===== config.mk =====
export PLATFORM = sky130hd
export DESIGN_NAME = leitor_amostras_pwm
export DESIGN_NICKNAME = d
export VERILOG_FILES = /design/src/rtl/leitor_amostras_pwm.sv
export SDC_FILE = /design/constraint.sdc
export NUM_CORES = 1
export LEC_CHECK = 0
export BUFFER_PORTS_ARGS = -buffer_cell sky130_fd_sc_hd__buf_2
export CAP_MARGIN = 20
export CORE_ASPECT_RATIO = 0.5
export CORE_MARGIN = 2
export CORE_UTILIZATION = 53
export CTS_CLUSTER_SIZE = 10
export DETAILED_ROUTE_END_ITERATION = 10
export PLACE_DENSITY_LB_ADDON = 0.12
export SLEW_MARGIN = 20
export SYNTH_ARGS = -nofsm -noshare
export SYNTH_HDL_FRONTEND = slang
export SYNTH_SLANG_ARGS = --single-unit

===== constraint.sdc =====
create_clock -name clk -period 2.5 [get_ports clk]
set_clock_uncertainty 0.2 [all_clocks]
set_input_delay 0.5 -clock clk [delete_from_list [all_inputs] [get_ports clk]]
set_output_delay 0.5 -clock clk [all_outputs]
set_load 0.01 [all_outputs]

===== src/rtl/leitor_amostras_pwm.sv =====
// Sample reader and PWM player: once per sample period it fetches one byte
// from audio memory at the address given by the address generator, latches
// it as the playing sample, pulses count to advance the generator, and
// drives the speaker with an 8-bit free-running PWM.
//
// Ports:
//   clk       system clock, rising edge
//   reset     synchronous active-low reset
//   enable    play (1) / pause (0)
//   endereco  current sample address from the address generator
//   mem_req   read request, held until ack or timeout
//   mem_addr  address of the pending read, stable while mem_req=1
//   mem_ack   one-cycle read-complete strobe, mem_data valid with it
//   mem_data  read data
//   count     one-cycle pulse advancing the address generator
//   sample    sample currently playing
//   pwm_out   PWM audio output
//   underrun  sticky: sample tick arrived while a read was still in flight
//   mem_err   sticky: a read timed out
module leitor_amostras_pwm #(
  parameter int unsigned ADDR_W      = 22,
  parameter int unsigned DATA_W      = 8,
  parameter int unsigned SAMPLE_DIV  = 1134,
  parameter int unsigned MEM_TIMEOUT = 16
) (
  input  logic              clk,
  input  logic              reset,
  input  logic              enable,
  input  logic [ADDR_W-1:0] endereco,
  output logic              mem_req,
  output logic [ADDR_W-1:0] mem_addr,
  input  logic              mem_ack,
  input  logic [DATA_W-1:0] mem_data,
  output logic              count,
  output logic [DATA_W-1:0] sample,
  output logic              pwm_out,
  output logic              underrun,
  output logic              mem_err
);

  localparam int unsigned DIV_W = $clog2(SAMPLE_DIV + 1);
  localparam int unsigned TO_W  = $clog2(MEM_TIMEOUT + 1);

  localparam logic [DIV_W-1:0]  DIV_LAST = DIV_W'(SAMPLE_DIV - 1);
  localparam logic [TO_W-1:0]   TO_LAST  = TO_W'(MEM_TIMEOUT - 1);
  localparam logic [DATA_W-1:0] MIDSCALE = {1'b1, {(DATA_W-1){1'b0}}};

  typedef enum logic [1:0] {
    IDLE = 2'd0,
    REQ  = 2'd1,
    ADV  = 2'd2
  } state_t;

  state_t            state;
  logic [DIV_W-1:0]  div_cnt;
  logic [TO_W-1:0]   to_cnt;
  logic [DATA_W-1:0] pwm_cnt;
  logic              tick_c;

  // Sample-rate strobe; pausing suppresses it in the same cycle.
  assign tick_c = enable && (div_cnt == DIV_LAST);

  // Sample-rate divider, read FSM, sticky flags and PWM.
  always_ff @(posedge clk) begin
    if (!reset) begin
      state    <= IDLE;
      div_cnt  <= '0;
      to_cnt   <= '0;
      pwm_cnt  <= '0;
      mem_req  <= 1'b0;
      mem_addr <= '0;
      count    <= 1'b0;
      sample   <= MIDSCALE;
      pwm_out  <= 1'b0;
      underrun <= 1'b0;
      mem_err  <= 1'b0;
    end else begin
      if (!enable || (div_cnt == DIV_LAST)) begin
        div_cnt <= '0;
      end else begin
        div_cnt <= div_cnt + DIV_W'(1);
      end

      // Compare against the sample as it stands now; no period alignment.
      pwm_cnt <= pwm_cnt + DATA_W'(1);
      pwm_out <= (pwm_cnt < sample);

      count <= 1'b0;

      // A tick that finds a read in flight is dropped but remembered.
      if (tick_c && (state != IDLE)) begin
        underrun <= 1'b1;
      end

      case (state)
        IDLE: begin
          if (tick_c) begin
            state    <= REQ;
            mem_req  <= 1'b1;
            mem_addr <= endereco;
            to_cnt   <= '0;
          end else if (!enable) begin
            sample <= MIDSCALE;
          end
        end
        REQ: begin
          // Ack is checked first so it wins over a coincident timeout.
          if (mem_ack) begin
            sample  <= mem_data;
            state   <= ADV;
            mem_req <= 1'b0;
            count   <= 1'b1;
          end else if (to_cnt == TO_LAST) begin
            state   <= IDLE;
            mem_req <= 1'b0;
            mem_err <= 1'b1;
          end else begin
            to_cnt <= to_cnt + TO_W'(1);
          end
        end
        ADV: begin
          state <= IDLE;
        end
        default: begin
          state   <= IDLE;
          mem_req <= 1'b0;
        end
      endcase
    end
  end

endmodule


# After elaboration in Yosys (flattened, before gate mapping)
# Cells that the tools add are included.
[op_classes] magnitude_cmp=1 n_bitwise=3 n_reduce_logical=15 eq_ne=11 n_mux=17 addsub=3
[op_table] op="8-bit two-way mux" count=3
[op_table] op="8-bit one-hot mux with 2 select lines" count=1
[op_table] op="5-bit two-way mux" count=3
[op_table] op="2-bit != test (second input constant)" count=6
[op_table] op="11-bit by 1-bit adder with 11-bit output (second input constant)" count=1
[op_table] op="11-bit == test (second input constant)" count=1
[op_table] op="5-bit one-hot mux with 2 select lines" count=1
[op_table] op="8-bit by 1-bit adder with 8-bit output (second input constant)" count=1
[op_table] op="8-bit < comparator" count=1
[op_table] op="4-bit AND reduction" count=2
[op_table] op="2-bit two-way mux" count=3
[op_table] op="2-bit AND reduction" count=3
[op_table] op="3-bit AND reduction" count=2
[op_table] op="5-bit by 1-bit adder with 5-bit output (second input constant)" count=1
[op_table] op="5-bit by 4-bit == test with 1-bit output (second input constant)" count=1
[op_table] op="1-bit two-way mux" count=4
[op_table] op="2-bit one-hot mux with 2 select lines" count=1
[op_table] op="2-bit nonzero test" count=2
[op_table] op="3-bit != test (second input constant)" count=1
[op_table] op="1-bit inverter" count=3
[op_table] op="1-bit one-hot mux with 3 select lines" count=1
[op_table] op="2-bit by 1-bit == test with 1-bit output (second input constant)" count=1
[op_table] op="2-bit == test (second input constant)" count=1
[op_table] op="1-bit logical AND" count=2
[op_table] op="other kinds (4)" count=4
[totals] in_bits=34 register_bits=61 wordCells=61 out_inout_bits=35

# Depth between registers and ports, before layout
[depth] word_depth=4 depth_mapped=8 ltp_nobuf=7

# Worst setup path before layout
# No wires, ideal clock.
[synth_path] kind="register to register" start="register to_cnt[0]" end="register to_cnt[3]" path_stages_with_launch=9 setup_slack_ns=0.191 path_buffers=1 synth_period_minus_slack_ns=2.309 setup_time_ns=0.076 t_required_ns=2.224 arrival_time_ns=2.033 cell_sequence="dfxtp_1 ha_1 and3_1 ha_1 or4b_2 clkbuf_1 nor3_1 a31oi_1 a21boi_0"
[synth_via] elab_chain_cells=4 word_cells_on_any_way=7 cone_classes="add/sub: 1; eq/ne: 2; mux: 3; reduce/logical: 1"
[synth_lines] item="start, declared" line="56" text="logic [TO_W-1:0] to_cnt;"
[synth_lines] item="start signal, assigned" line="118" text="to_cnt <= to_cnt + TO_W'(1);"
[synth_lines] item="5-bit by 1-bit adder with 5-bit output" line="118"
[synth_lines] item="5-bit two-way mux" line="113" text="end else if (to_cnt == TO_LAST) begin"
[synth_lines] item="5-bit two-way mux" line="108" text="if (mem_ack) begin"
[synth_lines] item="5-bit one-hot mux with 2 select lines" line="95" text="case (state)"
# Several ways; a longest one is shown, not always the timed one. The select of a mux whose other input is x is not followed.
# A chain may end at the register's enable or synchronous reset.

# Final worst setup path
# Same ends and word-level chain as after synthesis.

==> summary.md <==
| Metric | Value |
|---|---|
| Number of global-route vias before repair | `2194` |
| Port bufs | `68` |
| Least-Margin Pin Slew | `0.4342 ns` |
| Clk sinks | `61` |
| Status | `finished clean` |
| Share of cells above drive strength 1 | `37.37%` |
| Fin crit period | `2.209 ns` |
| I/O Pins | `69` |
| Final Net Count | `413` |
| Post-synth ARST share | `0%` |
| Hold crit path type | `input pin to flop` |
| Antenna Nets Post-Route | `0` |
| Initial antenna violation count | `0` |
| Grt ovf | `0` |
| Most numerous cell in the Yosys netlist | `dfxtp_1` |
| Synth unique cells | `42` |
| R2r startpoint | `to_cnt[0]` |
| FF-to-FF path depth | `7` |
| 1st-iter DRT viols | `82` |
| Initial Util | `55.85%` |
| Area grow syn2layout | `23.64%` |
| Setup TNS Final | `0 ns` |
| CTS tree | `built` |
| CTS Hold Bufs | `0` |
| Post-synth top area cell | `dfxtp_1` |
| Final worst-path cycle share | `88.36%` |
| Seq/Total Area, Yosys | `43.53%` |
| DRT Wirelength | `5944 um` |
| Tot GR Track Use | `21.10%` |
| Htree depth | `3` |
| Ant diodes | `0` |
| Worst relative slew slack | `71.05%` |
| Fillcell total | `403` |
| Syn Inst Count | `297` |
| RSZ-0062 raised after global routing | `no` |
| Reg2reg setup slack | `0.29 ns` |
| Vias per cell | `5.052` |
| Clk buf depth | `2` |
| Max Clk Rate | `452.7 MHz` |
| Max IR drop VDD | `0.4339 mV` |
| Drt wl/cell | `13.45 um` |
| Pins over their slew limit | `0` |
| Final hold vios | `0` |
| Dpl hpwl | `4172 um` |
| Critical path endpoint category | `flop` |
| Root Buffer | `clkbuf_8` |
| Clk slew on worst S/H paths | `0.08 ns` |
| First-pass DRT Iterations | `4` |
| Worst hold stages | `3` |
| Core area | `5022 um2` |
| RD Place Congestion | `0.8441` |
| Max FO, Critical Path | `10` |
| End of the worst hold path | `mem_addr[8]` |
| Pwr Density | `648.6 nW/um2` |
| Net Count, Synth | `343` |
| Total number of vias | `2233` |
| Most used DFF post-synth | `dfxtp_1` |
| DRC | `0` |
| Crit start category | `flop` |
| Yosys reg bits | `61` |
| Num CTS Buffers | `9` |
| Reg-to-Reg End | `to_cnt[3]` |
| Worst Path Arrival | `2.28 ns` |
| Die Span Y | `55.45 um` |
| CP required | `2.57 ns` |
| Post-synth top cells | `dfxtp_1, nand2_1, a21boi_2, nand2_2, nor2_1` |
| Die width | `106.9 um` |
| Yosys warnings | `0` |
| Clk Latency, worst-skew pair | `0.35 ns` |
| Top cell type's share of synthesized area | `43.53%` |
| Worst setup path class | `flop to flop` |
| Leakage Power | `0.001444 uW` |
| Post-synth EDFFs | `0` |
| Max Cap Viol | `0` |
| Largest net degree at the start of global routing | `30` |
| First-pass GRT wire length | `9846 um` |
| Synthesized area | `2805 um2` |
| Final setup violating endpoints | `0` |
| Top cells by area, synth | `dfxtp_1, a21boi_2, nand2_1` |
| Syn Area/Cell | `9.445 um2` |
| Worst Hold Launch | `endereco[8]` |
| Smallest hold slack | `0.1949 ns` |
| Rows | `18` |
| Die Footprint | `5926 um2` |
sequential cells by signal, summed over array words and instances (netlist names):
name      count
sample        8
mem_err       1
underrun      1
pwm_out       1
div_cnt      11
count         1
to_cnt        5
pwm_cnt       8
mem_addr     22
mem_req       1
state         2
repair_timing:
| action | 4_1_cts | 5_1_grt |
|---|---|---|
| resized for setup | 0 | 1 |
| hold endpoints to repair | 0 | 0 |
| setup endpoints to repair | 0 | 2 |
| buffers inserted | 0 | 0 |
how the worst max path moves through the flow:
stage               from   endpoint  slack (ns)
2_1_floorplan  to_cnt[0]  to_cnt[3]        0.19
3_3_place_gp   to_cnt[0]  to_cnt[3]        0.18
3_5_place_dp   to_cnt[0]  to_cnt[3]        0.09
4_1_cts        to_cnt[0]  to_cnt[3]        0.07
5_1_grt        to_cnt[0]  to_cnt[3]        0.20
6_report       to_cnt[0]  to_cnt[3]        0.29
per-layer routing:
metal | track usage (%) | routed length [um] | up-vias
met5 | 0 | 0 | -
met4 | 7.421 | 44 | 0
met3 | 7.674 | 374 | 7
met2 | 34.30 | 2735 | 61
met1 | 25.94 | 2790 | 1019
li1 | - | - | 1146
area by class of cell:
cell class,count,area (um2),share of cell area (%)
tap,70,87.58,2.525
sequential,61,1221,35.21
multi-input combinational,209,1443,41.59
inverter,11,41.29,1.190
clock buffer,9,123.9,3.571
timing repair buffer,75,405.4,11.69
clock inverter,7,146.4,4.221
layout by cell type, fill, tap and decap left out, drive strengths merged, types with 5 or more instances in the layout:
cell    Yosys  routed
and3        5       5
a21boi     30      30
nor2       15      15
nand3      11      11
nand4b      7       7
inv        11      12
buf         6      75
xnor2       5       5
dfxtp      61      61
a31oi       5       5
nand2      61      61
clkbuf     10       9
ha         12      12
nor2b       7       7
xor2       10      10
and2        9       9
where the power goes:
part	switching, uW	internal (uW)
combinational	38.8	44.0
sequential	6.27	978
clock	413	769
stage by stage:
stage / setup WS (ns) / utilization [%] / total power [uW] / area, um2 / std cells
after floorplan: 0.1912 / - / 1049 / 2805 / 297
after global placement: 0.1846 / 63.60 / 1087 / 3194 / 426
after detailed placement: 0.08952 / 63.60 / 1089 / 3194 / 426
after CTS: 0.06618 / 68.98 / 2277 / 3465 / 442
after global routing: 0.1954 / 69.06 / 2328 / 3468 / 442
final: 0.2910 / 69.06 / 2250 / 3468 / 442
critical path: stages (launching register included):
cell	delay, ns
dfxtp_1	0.34
ha_1	0.21
and3_1	0.18
ha_1	0.19
or4b_4	0.59
nor3_1	0.19
a31oi_1	0.05
a21boi_0	0.18
kinds of logic after synthesis:
| family | after synthesis | share of synthesized area, % |
|---|---|---|
| and+or+nand+nor | 134 | 26.58 |
| AOI/OAI and AO/OA | 48 | 14.67 |
| xor gates and xnor gates | 15 | 4.683 |
| adders and majority gates | 12 | 5.352 |
| buffers and inverters | 27 | 5.174 |
| DFF | 61 | 43.53 |
Power figures use the tool's default switching activity.
